## config.mk

```make
export PLATFORM = sky130hd
export DESIGN_NAME = reg_serializer
export DESIGN_NICKNAME = d
export VERILOG_FILES = /design/src/rtl/reg_serializer.sv
export SDC_FILE = /design/constraint.sdc
export NUM_CORES = 1
export LEC_CHECK = 0
export CORE_MARGIN = 3
export CORE_UTILIZATION = 45
export CTS_CLUSTER_SIZE = 12
export DETAILED_ROUTE_END_ITERATION = 16
export GPL_TIMING_DRIVEN = 0
export PLACE_DENSITY = 0.73
export SLEW_MARGIN = 20
export SYNTH_ARGS = -nofsm -noshare
export SYNTH_HDL_FRONTEND = slang
export SYNTH_SLANG_ARGS = --single-unit
```

## constraint.sdc

```tcl
create_clock -name clk -period 1.5 [get_ports clk]
set_clock_uncertainty 0.15 [all_clocks]
set_input_delay 0.3 -clock clk [delete_from_list [all_inputs] [get_ports clk]]
set_output_delay 0.3 -clock clk [all_outputs]
set_load 0.01 [all_outputs]
```

## src/rtl/reg_serializer.sv

```systemverilog
// Parallel-to-serial transmitter: takes an N-bit word over valid/ready and sends
// a start bit (0), N data bits LSB first and a stop bit (1), each held BITCLKS cycles.
module reg_serializer #(
    parameter int N       = 8,
    parameter int BITCLKS = 4
) (
    input  logic         clk,
    input  logic         rest,
    input  logic         in_valid,
    output logic         in_ready,
    input  logic [N-1:0] d,
    output logic         sdo,
    output logic         busy,
    output logic         done
);

    localparam int CW = (BITCLKS > 1) ? $clog2(BITCLKS) : 1;
    localparam int BW = $clog2(N) + 1;
    localparam logic [CW-1:0] CNT_LAST = CW'(BITCLKS - 1);
    localparam logic [BW-1:0] BIT_LAST = BW'(N - 1);

    typedef enum logic [1:0] {
        IDLE  = 2'd0,
        START = 2'd1,
        DATA  = 2'd2,
        STOP  = 2'd3
    } state_t;

    state_t         state_q, state_d;
    logic [N-1:0]   shreg_q, shreg_d;
    logic [CW-1:0]  cnt_q, cnt_d;
    logic [BW-1:0]  bit_q, bit_d;
    logic           sdo_q, sdo_d;
    logic           bit_end;

    always_ff @(posedge clk or posedge rest) begin
        if (rest) begin
            state_q <= IDLE;
            shreg_q <= '0;
            cnt_q   <= '0;
            bit_q   <= '0;
            sdo_q   <= 1'b1;
        end else begin
            state_q <= state_d;
            shreg_q <= shreg_d;
            cnt_q   <= cnt_d;
            bit_q   <= bit_d;
            sdo_q   <= sdo_d;
        end
    end

    // Handshake: a word transfers on a rising edge where in_valid && in_ready;
    // in_ready depends only on state (and reset), never on in_valid.
    always_comb begin
        state_d  = state_q;
        shreg_d  = shreg_q;
        cnt_d    = cnt_q;
        bit_d    = bit_q;
        bit_end  = (cnt_q == CNT_LAST);
        in_ready = (state_q == IDLE) && !rest;
        busy     = (state_q != IDLE);
        done     = (state_q == STOP) && bit_end;

        case (state_q)
            IDLE: begin
                if (in_valid && in_ready) begin
                    shreg_d = d;
                    cnt_d   = '0;
                    bit_d   = '0;
                    state_d = START;
                end
            end
            START: begin
                if (bit_end) begin
                    cnt_d   = '0;
                    state_d = DATA;
                end else begin
                    cnt_d = cnt_q + 1'b1;
                end
            end
            DATA: begin
                if (bit_end) begin
                    cnt_d   = '0;
                    shreg_d = shreg_q >> 1;
                    if (bit_q == BIT_LAST) begin
                        bit_d   = '0;
                        state_d = STOP;
                    end else begin
                        bit_d = bit_q + 1'b1;
                    end
                end else begin
                    cnt_d = cnt_q + 1'b1;
                end
            end
            STOP: begin
                if (bit_end) begin
                    cnt_d   = '0;
                    state_d = IDLE;
                end else begin
                    cnt_d = cnt_q + 1'b1;
                end
            end
            default: state_d = IDLE;
        endcase

        // sdo is registered, so it is computed from the state being entered.
        case (state_d)
            START:   sdo_d = 1'b0;
            DATA:    sdo_d = shreg_d[0];
            default: sdo_d = 1'b1;
        endcase
    end

    assign sdo = sdo_q;

endmodule

```

==> metrics.txt <==
WL final=roughly 2100 um; Worst-Margin Slew=between 0.6 and 0.7 ns; final worst path period share=1.14; die height=48.9 um; vias=approximately 730; slew margin rel.=0.572; kind of critical path=reg -> out; Net Switching=slightly above 0.9 mW; RSZ-0062 raised after global routing=yes; number of flops mapped to enable cells by yosys=0; Pre-Repair DR Iteration Count=4; clk sinks=17; H-Tree Level Count=1; Max Fanout on Critical Path=7; # rows=14; CTS Buf Count=3; Die X=48.9 um; Area growth syn-to-layout=50.8%; CP endpoint kind=output pin; CTS tree=yes; global-route wire length before repair=~3000 um; Area contributors post-synth=dfrtp_1, nand2_1, a22oi_1, dfstp_2, a22o_1; FFs w/ async S/R, synth=1.00; clock buffer depth=2; mapped cell area=between 800 and 900 um^2; Peak VDD IR=~1100 uV; Syn Area/Cell=10.2 um^2; DRC=0; Final HPWL DP=1110 um; gr usage total=0.153; Core ar.=roughly 1600 um^2; cell-internal power=between 1 and 1.5 mW; number of global-route vias before repair=between 700 and 800; GRT overflow=0; Critical Path AT=around 1.3 ns; Syn Inst Count=slightly above 80; routed vias/inst=roughly 5.4; Fill cells=between 100 and 150; R2R cell count=5; antenna cells=0; Placer Congestion=roughly 0.74; clock power share=0.102; Initial Util=0.515; final antenna-violating net count=0; syn nets=94; DR iter-0 viols=9; most instantiated cells after synthesis=nand2_1, dfrtp_1, a22oi_1; Hold WC Path Type=in -> async; cell chosen for the clock root=clkbuf_4; die area=2390 um^2; sequential area share after synthesis=0.514; P per Cell Area=just under 2000 nW/um^2; reg2reg setup slack=-0.19 ns; antenna violations before repair=0; Max Slew Vio Count=0; largest net degree at the start of global routing=18; Comb pwr share=0.558; terminus of the critical flop-to-flop path=sdo; Synth area leader=dfrtp_1; sequential share of power=0.339; Top Ports=15; Distinct cells, synth=27; Req. time, crit path=1.05 ns; yosys warns=0; #FFs+latches synth=17; Final WS setup=-0.205 ns; critical path startpoint category=flop; total power=2.41 mW; Final Instance Area=between 1000 and 1500 um^2; Yosys top cell area share=0.483; worst skew pair latency=0.29 ns; failing checks=negative setup slack; sw frac=0.384; per-cell routed wire length=approximately 16 um; status=finished, violations left; Most used DFF post-synth=dfrtp_1; Max-Cap Viols=0; clock-pin slew on the worst setup and hold paths=0.10 ns; DP Area=about 1000 um^2; Final nets=about 130; Fin. Hold Viols=0; Reg-to-Reg Start=cnt_q[1]; Final Setup Violations=15; layout cell share with drive strength beyond 1=0.387; cell leakage power=0.575 nW; Buffers on Ports=14; minimum clock period=roughly 1.7 ns; cell with the most instances after synthesis=nand2_1; Hold Buf Count CTS=0; Achievable Freq=0.587 GHz
[kinds of logic after synthesis]
| group | Yosys count | synth area share |
|---|---|---|
| and+or+nand+nor | 33 | 0.207 |
| AOI/OAI and AO/OA | 19 | 0.179 |
| DFF | 17 | 0.514 |
| buffers and inverters | 8 | 0.0483 |
| xor gates and xnor gates | 2 | 0.0211 |
| adders and majority gates | 2 | 0.0302 |
[sequential cells by signal (all words and copies together) (netlist names)]
register	flops
cnt_q	2
state_q	2
bit_q	4
shreg_q	8
sdo	1
[worst max-delay path by stage]
stage,startpoint,end,cells past startpoint
after global routing,cnt_q[1],sdo,5
final,state_q[1],in_ready,5
after floorplan,bit_q[0],sdo,5
after detailed placement,rest,bit_q[3],6
after CTS,cnt_q[1],sdo,5
after global placement,rest,bit_q[0],5
[critical path: stages (launching register included)]
cell and delay (ns):
dfrtp_1 0.38, buf_6 0.14, nor2_4 0.12, inv_2 0.07, nor2_1 0.11, buf_2 0.15
[power by group through the flow]
stage	logic (mW)	registers (mW)	clock network, mW
floorplan	0.597	0.785	0
global placement	0.801	0.800	0
detailed placement	0.834	0.804	0
CTS	1.00	0.792	0.254
global route	1.46	0.836	0.271
finish	1.34	0.818	0.246
[final cells by class]
class	instances	area [um^2]	area share
Clock buffer	4	26.3	0.0210
Buffer	4	45.0	0.0360
Timing Repair Buffer	25	229	0.183
Sequential cell	17	427	0.341
Tap cell	24	30.0	0.0240
Multi-Input combinational cell	57	479	0.383
Inverter	4	15.0	0.0120
[per-layer routing]
layer	share of wire	track usage	routed length, um	vias up
met1	0.44	0.186	926	352
met2	0.51	0.262	1070	19
li1	-	-	-	352
met3	0.034	0.0336	72	6
met4	0.010	0.0616	22	0
met5	0	0	0	-
[placed cells by master, fill, tap and decap left out, types with 2 or more instances in the layout]
cell	count
buf_6	5
dlygate4sd2_1	2
clkbuf_4	3
inv_1	3
nor2_1	4
a22o_1	3
clkdlybuf4s50_1	8
clkbuf_2	2
nor2_4	3
buf_2	2
nand2_1	18
o31ai_1	2
buf_4	8
a22oi_2	7
dfrtp_1	16
[what timing repair did]
action,4_1_cts,5_1_grt
setup buffers,6,4
pin swaps,2,14
gates cloned,0,2
endpoints found under the setup margin,17,17
resized for setup,24,22
[through the flow]
stage / std cells / TNS (ns) / utilization / setup WS (ns) / hold WS [ns]
6_report: 135 / -1.05 / 0.776 / -0.205 / 0.171
5_1_grt: 135 / -2.01 / 0.776 / -0.251 / 0.202
4_1_cts: 129 / -1.03 / 0.683 / -0.173 / 0.168
3_5_place_dp: 119 / -6.91 / 0.629 / -0.526 / 0.313
3_3_place_gp: 119 / -6.62 / 0.629 / -0.500 / 0.312
2_1_floorplan: 81 / -0.0655 / - / -0.0579 / 0.0753
Power figures use the tool's default switching activity.
